--- config.mk ---
export PLATFORM = sky130hd
export DESIGN_NAME = imem_arbiter_flat
export DESIGN_NICKNAME = d
export VERILOG_FILES = /design/src/rtl/imem_arbiter_if.sv /design/src/rtl/imem_arbiter.sv /design/src/flat_wrapper.sv
export SDC_FILE = /design/constraint.sdc
export NUM_CORES = 1
export LEC_CHECK = 0
export BUFFER_PORTS_ARGS = -buffer_cell sky130_fd_sc_hd__buf_2
export CAP_MARGIN = 20
export CORE_MARGIN = 2
export CORE_UTILIZATION = 50
export DETAILED_ROUTE_END_ITERATION = 10
export GPL_TIMING_DRIVEN = 0
export PLACE_DENSITY = 0.86
export SLEW_MARGIN = 0
export SYNTH_ARGS = -nofsm -noshare
export SYNTH_HDL_FRONTEND = slang
export SYNTH_SLANG_ARGS = --single-unit
--- constraint.sdc ---
create_clock -name i_clk -period 6.3 [get_ports i_clk]
set_clock_uncertainty 0.05 [all_clocks]
set_input_delay 0.63 -clock i_clk [delete_from_list [all_inputs] [get_ports i_clk]]
set_output_delay 0.63 -clock i_clk [all_outputs]
set_load 0.02 [all_outputs]
--- src/rtl/imem_arbiter_if.sv ---
// -----------------------------------------------------------------------------
// imem_arbiter_if
// Bundles the fetch requester, the debug/loader requester and the IMEM read
// port that meet at the instruction-memory arbiter.
//   slave  : arbiter side (takes requests and IMEM data, drives grants,
//            responses, lock status and the IMEM read controls)
//   master : requester / memory side (the opposite directions)
// Parameter ADDR_DEPTH: IMEM word-address width.
// -----------------------------------------------------------------------------
interface imem_arbiter_if #(
  parameter int ADDR_DEPTH = 14
);
  // fetch requester
  logic                  fetch_req;
  logic [ADDR_DEPTH-1:0] fetch_addr;
  logic                  fetch_gnt;
  logic                  fetch_valid;
  logic [31:0]           fetch_data;
  // debug/loader requester
  logic                  dbg_req;
  logic [ADDR_DEPTH-1:0] dbg_addr;
  logic                  dbg_lock;
  logic                  dbg_gnt;
  logic                  dbg_valid;
  logic [31:0]           dbg_data;
  logic                  locked;
  // IMEM read port
  logic                  imem_rden;
  logic [ADDR_DEPTH-1:0] imem_addr;
  logic [31:0]           imem_data;

  modport slave (
    input  fetch_req, fetch_addr, dbg_req, dbg_addr, dbg_lock, imem_data,
    output fetch_gnt, fetch_valid, fetch_data,
    output dbg_gnt, dbg_valid, dbg_data, locked,
    output imem_rden, imem_addr
  );

  modport master (
    output fetch_req, fetch_addr, dbg_req, dbg_addr, dbg_lock, imem_data,
    input  fetch_gnt, fetch_valid, fetch_data,
    input  dbg_gnt, dbg_valid, dbg_data, locked,
    input  imem_rden, imem_addr
  );
endinterface

--- src/rtl/imem_arbiter.sv ---
// -----------------------------------------------------------------------------
// imem_arbiter
// Shares the single synchronous read port of the instruction memory between
// the core fetch stage and the debug/loader port. Grants are combinational,
// the read data returns one cycle after the grant and is steered to the
// requester recorded in the owner tag; each requester's data output holds its
// last word until its next response. A debug lock (LOCK state) gives the
// debug port exclusive ownership.
//
// Ports:
//   i_clk   : system clock, rising edge
//   i_rst   : asynchronous active-high reset
//   io_bus  : imem_arbiter_if.slave (requests, grants, responses, lock, IMEM)
//
// Build option:
//   IMEM_ARB_RR_EN defined   -> round-robin between contending requesters
//   IMEM_ARB_RR_EN undefined -> fixed priority, fetch always wins
// -----------------------------------------------------------------------------
module imem_arbiter #(
  parameter int ADDR_DEPTH = 14
) (
  input  logic           i_clk,
  input  logic           i_rst,
  imem_arbiter_if.slave  io_bus
);

  typedef enum logic [0:0] {
    ST_ARB  = 1'b0,
    ST_LOCK = 1'b1
  } state_t;

  state_t                r_state;
  state_t                w_state_nxt;
  // owner tag: bit 0 = fetch response due, bit 1 = debug response due
  logic [1:0]            r_owner;
  logic [31:0]           r_fetch_data;
  logic [31:0]           r_dbg_data;
  logic                  w_fetch_gnt;
  logic                  w_dbg_gnt;
  logic [ADDR_DEPTH-1:0] w_imem_addr;
  logic [31:0]           w_fetch_data;
  logic [31:0]           w_dbg_data;

`ifdef IMEM_ARB_RR_EN
  // 0: fetch wins the next contended cycle, 1: debug wins it
  logic                  r_rr_ptr;
  logic                  w_contend;
`endif

  // FSM state register
  always_ff @(posedge i_clk or posedge i_rst) begin
    if (i_rst) begin
      r_state <= ST_ARB;
    end else begin
      r_state <= w_state_nxt;
    end
  end

  // FSM next-state logic: the lock request is sampled every edge
  always_comb begin
    w_state_nxt = r_state;
    case (r_state)
      ST_ARB: begin
        if (io_bus.dbg_lock) begin
          w_state_nxt = ST_LOCK;
        end else begin
          w_state_nxt = ST_ARB;
        end
      end
      ST_LOCK: begin
        if (!io_bus.dbg_lock) begin
          w_state_nxt = ST_ARB;
        end else begin
          w_state_nxt = ST_LOCK;
        end
      end
      default: begin
        w_state_nxt = ST_ARB;
      end
    endcase
  end

  // FSM output logic: grant decision (never more than one grant per cycle)
  always_comb begin
    w_fetch_gnt = 1'b0;
    w_dbg_gnt   = 1'b0;
`ifdef IMEM_ARB_RR_EN
    w_contend   = io_bus.fetch_req & io_bus.dbg_req;
`endif
    if (i_rst) begin
      // nothing may be granted while reset is held
      w_fetch_gnt = 1'b0;
      w_dbg_gnt   = 1'b0;
    end else begin
      case (r_state)
        ST_ARB: begin
`ifdef IMEM_ARB_RR_EN
          if (w_contend) begin
            w_fetch_gnt = ~r_rr_ptr;
            w_dbg_gnt   = r_rr_ptr;
          end else begin
            w_fetch_gnt = io_bus.fetch_req;
            w_dbg_gnt   = io_bus.dbg_req;
          end
`else
          w_fetch_gnt = io_bus.fetch_req;
          w_dbg_gnt   = io_bus.dbg_req & ~io_bus.fetch_req;
`endif
        end
        ST_LOCK: begin
          w_fetch_gnt = 1'b0;
          w_dbg_gnt   = io_bus.dbg_req;
        end
        default: begin
          w_fetch_gnt = 1'b0;
          w_dbg_gnt   = 1'b0;
        end
      endcase
    end
  end

`ifdef IMEM_ARB_RR_EN
  // Round-robin pointer: only contended ARB cycles move it, toward the loser
  always_ff @(posedge i_clk or posedge i_rst) begin
    if (i_rst) begin
      r_rr_ptr <= 1'b0;
    end else if ((r_state == ST_ARB) && w_contend) begin
      r_rr_ptr <= w_fetch_gnt;
    end else begin
      r_rr_ptr <= r_rr_ptr;
    end
  end
`endif

  // IMEM address mux: granted requester's address, zero when idle
  always_comb begin
    w_imem_addr = {ADDR_DEPTH{1'b0}};
    if (w_fetch_gnt) begin
      w_imem_addr = io_bus.fetch_addr;
    end else if (w_dbg_gnt) begin
      w_imem_addr = io_bus.dbg_addr;
    end else begin
      w_imem_addr = {ADDR_DEPTH{1'b0}};
    end
  end

  // Owner tag: records this cycle's winner so next cycle's IMEM word is routed
  always_ff @(posedge i_clk or posedge i_rst) begin
    if (i_rst) begin
      r_owner <= 2'b00;
    end else begin
      r_owner <= {w_dbg_gnt, w_fetch_gnt};
    end
  end

  // Hold registers: capture the word during its response cycle only
  always_ff @(posedge i_clk or posedge i_rst) begin
    if (i_rst) begin
      r_fetch_data <= 32'h0000_0000;
      r_dbg_data   <= 32'h0000_0000;
    end else begin
      if (r_owner[0]) begin
        r_fetch_data <= io_bus.imem_data;
      end else begin
        r_fetch_data <= r_fetch_data;
      end
      if (r_owner[1]) begin
        r_dbg_data <= io_bus.imem_data;
      end else begin
        r_dbg_data <= r_dbg_data;
      end
    end
  end

  // Data outputs: the IMEM's registered output is shown directly in the
  // response cycle (it only becomes available then); otherwise the held word
  always_comb begin
    w_fetch_data = r_fetch_data;
    w_dbg_data   = r_dbg_data;
    if (r_owner[0]) begin
      w_fetch_data = io_bus.imem_data;
    end else begin
      w_fetch_data = r_fetch_data;
    end
    if (r_owner[1]) begin
      w_dbg_data = io_bus.imem_data;
    end else begin
      w_dbg_data = r_dbg_data;
    end
  end

  assign io_bus.fetch_gnt   = w_fetch_gnt;
  assign io_bus.dbg_gnt     = w_dbg_gnt;
  assign io_bus.imem_rden   = w_fetch_gnt | w_dbg_gnt;
  assign io_bus.imem_addr   = w_imem_addr;
  assign io_bus.fetch_valid = r_owner[0];
  assign io_bus.dbg_valid   = r_owner[1];
  assign io_bus.fetch_data  = w_fetch_data;
  assign io_bus.dbg_data    = w_dbg_data;
  assign io_bus.locked      = (r_state == ST_LOCK);

endmodule

--- src/flat_wrapper.sv ---
// flat-port wrapper written by rule: the top's interface ports become plain ports
module imem_arbiter_flat 
#(
  parameter int ADDR_DEPTH = 14
)
  (i_clk, i_rst, io_bus_fetch_req, io_bus_fetch_addr, io_bus_dbg_req, io_bus_dbg_addr, io_bus_dbg_lock, io_bus_imem_data, io_bus_fetch_gnt, io_bus_fetch_valid, io_bus_fetch_data, io_bus_dbg_gnt, io_bus_dbg_valid, io_bus_dbg_data, io_bus_locked, io_bus_imem_rden, io_bus_imem_addr);
  imem_arbiter_if #(.ADDR_DEPTH(ADDR_DEPTH)) io_bus_i ();
  input  logic i_clk;
  input  logic i_rst;
  input wire logic [$bits(io_bus_i.fetch_req)-1:0] io_bus_fetch_req;
  input wire logic [$bits(io_bus_i.fetch_addr)-1:0] io_bus_fetch_addr;
  input wire logic [$bits(io_bus_i.dbg_req)-1:0] io_bus_dbg_req;
  input wire logic [$bits(io_bus_i.dbg_addr)-1:0] io_bus_dbg_addr;
  input wire logic [$bits(io_bus_i.dbg_lock)-1:0] io_bus_dbg_lock;
  input wire logic [$bits(io_bus_i.imem_data)-1:0] io_bus_imem_data;
  output wire logic [$bits(io_bus_i.fetch_gnt)-1:0] io_bus_fetch_gnt;
  output wire logic [$bits(io_bus_i.fetch_valid)-1:0] io_bus_fetch_valid;
  output wire logic [$bits(io_bus_i.fetch_data)-1:0] io_bus_fetch_data;
  output wire logic [$bits(io_bus_i.dbg_gnt)-1:0] io_bus_dbg_gnt;
  output wire logic [$bits(io_bus_i.dbg_valid)-1:0] io_bus_dbg_valid;
  output wire logic [$bits(io_bus_i.dbg_data)-1:0] io_bus_dbg_data;
  output wire logic [$bits(io_bus_i.locked)-1:0] io_bus_locked;
  output wire logic [$bits(io_bus_i.imem_rden)-1:0] io_bus_imem_rden;
  output wire logic [$bits(io_bus_i.imem_addr)-1:0] io_bus_imem_addr;
  assign io_bus_i.fetch_req = io_bus_fetch_req;
  assign io_bus_i.fetch_addr = io_bus_fetch_addr;
  assign io_bus_i.dbg_req = io_bus_dbg_req;
  assign io_bus_i.dbg_addr = io_bus_dbg_addr;
  assign io_bus_i.dbg_lock = io_bus_dbg_lock;
  assign io_bus_i.imem_data = io_bus_imem_data;
  assign io_bus_fetch_gnt = io_bus_i.fetch_gnt;
  assign io_bus_fetch_valid = io_bus_i.fetch_valid;
  assign io_bus_fetch_data = io_bus_i.fetch_data;
  assign io_bus_dbg_gnt = io_bus_i.dbg_gnt;
  assign io_bus_dbg_valid = io_bus_i.dbg_valid;
  assign io_bus_dbg_data = io_bus_i.dbg_data;
  assign io_bus_locked = io_bus_i.locked;
  assign io_bus_imem_rden = io_bus_i.imem_rden;
  assign io_bus_imem_addr = io_bus_i.imem_addr;
  imem_arbiter #(.ADDR_DEPTH(ADDR_DEPTH)) u_core (.i_clk(i_clk), .i_rst(i_rst), .io_bus(io_bus_i));
endmodule
======== Word-level counts from Yosys, hierarchy flattened ========
Cells that the tools add are included.
cells by class
  order comparisons ....................... 0
  reductions and logical operators ........ 0
  shift operators ......................... 0
  multiplexer cells ....................... 9
  equality and inequality tests ........... 0
  bitwise logic cells ..................... 4
  add/sub/neg operators ................... 0
  multiply operators ...................... 0
  div/mod/pow operators ................... 0
operator list
  kind         number
  $mux 32      2
  $mux 14      2
  $pmux 1 s2   2
  $mux 1       3
  $not 1->1    2
  $and 1x1->1  1
  $or 1x1->1   1
word-level totals
  output and inout port bits .............. 84
  ROM bits ................................ 0
  bits in writable memories ............... 0
  input bits .............................. 65
  register bits after elaboration ......... 67
  memories kept ........................... 0
  logic and storage cells ................. 17
  latch bits .............................. 0

======== Depth between registers and ports, before layout ========
  depth in word-level cells ............... 6
  depth in mapped cells ................... 5
  depth with buffers taken out ............ 3

======== Worst setup path after synthesis ========
Ideal clock, no wire load.
  path kind ............................... input to output
  start point ............................. in i_rst
  end point ............................... out io_bus_dbg_gnt
  arrival ................................. 2,672 ps
  stages .................................. 3
  data required time ...................... 5,620 ps
  setup slack ............................. 2,948 ps
  path buffers ............................ 1
  cell sequence ........................... buf_2 inv_1 and3_1
on the way
  word-level cells in the longest chain between the ends .. 1
RTL lines
  what                RTL line            text
  start: declaration  flat_wrapper.sv:9   input logic i_rst;
  $mux 1              imem_arbiter.sv:90  if (i_rst) begin
  end: declaration    flat_wrapper.sv:19  output wire logic [$bits(io_bus_i.dbg_gnt)-1:0] io_bus_dbg_gnt;
Every way passes these cells.

======== Worst setup path in the final report ========
Same ends and word-level chain as after synthesis.

==> summary.md <==
| Metric | Value |
|---|---|
| Most common cell after layout, fill and taps aside | `buf_2` |
| Clock share of power | `25.5%` |
| Drt drc | `0` |
| Grt ovf | `0` |
| CTS resizes | `0` |
| Logic pwr share | `32.3%` |
| Met3 GRT Util | `4.78%` |
| Dpl ws | `just under 4000 ps` |
| Cell Rows | `28` |
| Largest net degree at the start of global routing | `41` |
| Hold Crit Class | `in2reg` |
| CTS root buffer | `clkbuf_8` |
| # clock sinks | `67` |
| Slowest stage cell, crit path | `inv_2` |
| Final Hold Fails | `0` |
| Fin Setup TNS | `0 ps` |
| I/O Pins | `between 100 and 150` |
| Vias per cell | `4.77` |
| Fin crit share | `38.0%` |
| CP Launch Type | `input pin` |
| GRT Total Usage | `between 20% and 30%` |
| Slowest cell delay on critical path | `480 ps` |
| Gr busiest metal | `met2` |
| Skew-Pair Late Insertion Delay | `roughly 340 ps` |
| Die area | `6820 sq um` |
| Vias | `~2100` |
| Synth unique cells | `18` |
| Net Sw Frac | `between 30% and 40%` |
| CP top delay family | `buffers and inverters` |
| Placer's final routability congestion estimate | `about 0.73` |
| Detail Route Antenna Nets | `0` |
| Mean post-synth cell area | `around 16 sq um` |
| CTS buffer count | `9` |
| Die height | `between 80 and 90 um` |
| Setup Crit Path Kind | `in2out` |
| Worst Path Required | `5620 ps` |
| Mapped Cells | `just under 200` |
| Worst Setup End Kind | `output port` |
| Post-Synthesis Cell Area | `3090 sq um` |
| Worst-margin pin slew | `630 ps` |
| Lkg Pwr | `about 2.1 nW` |
| Drt first pass iters | `4` |
| I/O Buffers | `around 150` |
| Register share of total power | `around 42%` |
| Cell-internal power | `0.854 mW` |
| Initial Util | `51.8%` |
| Nets | `418` |
| Min Tclk post-route | `2400 ps` |
| Initial antenna violation count | `0` |
| Drt wl/cell | `15.7 um` |
| Outcome | `complete, no violations` |
| Final setup margin | `3900 ps` |
| #FFs+latches synth | `67` |
| Synth-to-Final Area Change | `33.2%` |
| Core area | `5960 sq um` |
| Placed Cells incl. Taps | `417` |
| Max Freq | `417 MHz` |
| Hold_buf cts | `0` |
| Synth warn | `0` |
| RSZ-0062 raised after global routing | `no` |
| WL final | `between 6000 and 7000 um` |
| Layout cells sized above 1 | `72.6%` |
| Peak supply drop | `0.000149 V` |
| Switch Pwr | `0.400 mW` |
| Setup-failing EPs final | `0` |
| Post-Syn Nets | `260` |
| Post CTS Setup Buffer Count | `0` |
| CP Cell Sequence | `buf_2, inv_2, and3_1, buf_2` |
| Vias in the first global route | `between 2000 and 2500` |
| Clock Path Buffers | `2` |
| Seq/Total Area, Yosys | `54.3%` |
| Met1 Use GR | `between 20% and 30%` |
| Critical Path AT | `1720 ps` |
| Initial DRC Count | `roughly 60` |
| Pwr Density | `305 nW/um^2` |
| N_diodes | `0` |
| Clock transition at the registers of the reported paths | `70 ps` |
| H-tree Lvls | `3` |
| Die width | `82.6 um` |
| Final Max Slew Viols | `0` |
| CP Buf/Inv Count | `3` |
| Met2 GRT Util | `34.1%` |
| Slew HR | `57.9%` |
| Final Non-Filler Cells | `about 430` |
| CTS tree | `built` |
| Crit Path Max Fanout | `29` |
| Detailed Place HPWL | `between 5000 and 6000 um` |
| Critical Path Most Common Cell | `buf_2` |
| Most frequent cells in the layout | `buf_2 (148), dfrtp_1 (67), mux2_4 (60), nand2_1 (14), clkbuf_8 (12)` |
| Max capacitance violation total | `0` |
| First-pass GRT wire length | `10300 um` |
[path summary, 6_finish.rpt]
check | from | endpoint | cells after the start | slack (ps)
hold reg to reg | u_core.r_fetch_data[10] | u_core.r_fetch_data[10] | 1 | 440
min in group asynchronous | i_rst | u_core.r_dbg_data[28] | 2 | 390
setup reg to reg | u_core.r_owner[1] | u_core.r_dbg_data[21] | 3 | 5090
hold / removal | io_bus_dbg_lock | u_core.io_bus.locked | 1 | 350
setup / recovery | i_rst | io_bus_dbg_gnt | 4 | 3900
max in group asynchronous | i_rst | u_core.r_dbg_data[5] | 3 | 5200
[through the flow]
stage               power [mW]  hold WS, ps  util (%)  cell area, sq um
floorplan                0.814          473         -              3090
finish                    1.25          350      69.1              4110
global route              1.32          345      69.1              4110
global placement         0.928          423      65.7              3910
CTS                       1.27          340      69.1              4110
detailed placement       0.945          427      66.0              3930
[logic make-up after synthesis]
logic type | synth area share, %
AO/OA/AOI/OAI | 3.36
buffers and inverters | 5.35
flip-flops | 54.3
multiplexers | 30.6
AND/OR/NAND/NOR | 6.36
[cell usage after synthesis]
cell type,number,share of area [%]
a21oi_1,5,0.81
a21oi_2,9,2.6
and2b_4,1,0.32
and3_1,1,0.20
buf_12,1,0.65
buf_2,2,0.32
buf_6,10,3.6
clkbuf_2,1,0.16
clkbuf_8,1,0.45
dfrtp_1,67,54
inv_1,1,0.12
mux2_2,4,1.5
mux2_4,60,29
nand2_1,14,1.7
nand2b_1,1,0.20
nand3_1,6,0.97
nand3_2,8,2.6
nor2_1,3,0.36
[power by group through the flow]
stage                     registers, mW  clock network [mW]  logic [mW]
after detailed placement          0.537                   0       0.408
after global routing              0.535               0.352       0.435
after CTS                         0.529               0.330       0.410
after global placement            0.531                   0       0.397
final                             0.529               0.320       0.405
after floorplan                   0.529                   0       0.285
[cell type report]
class | count | area, sq um
clock buffer | 12 | 155
inverter | 1 | 3.75
fill | 441 | 1840
multi-input combinational | 112 | 1250
timing repair buffer | 147 | 751
tap | 75 | 93.8
sequential | 67 | 1680
clock inverter | 4 | 25.0
buffer | 15 | 161
[per-layer routing]
metal  routed length, um  vias to the layer above  part of all wire, %
met5                   0                        -                    0
met4                 133                        0                  2.0
met3                 594                       12                  8.8
met2                3250                      110                   48
met1                2810                      960                   41
li1                    -                      983                    -
[state kept, by name (all words and copies together) (netlist names)]
register,count
u_core.r_owner,2
u_core.io_bus.locked,1
u_core.r_fetch_data,32
u_core.r_dbg_data,32
(Power assumes the default switching activity.)
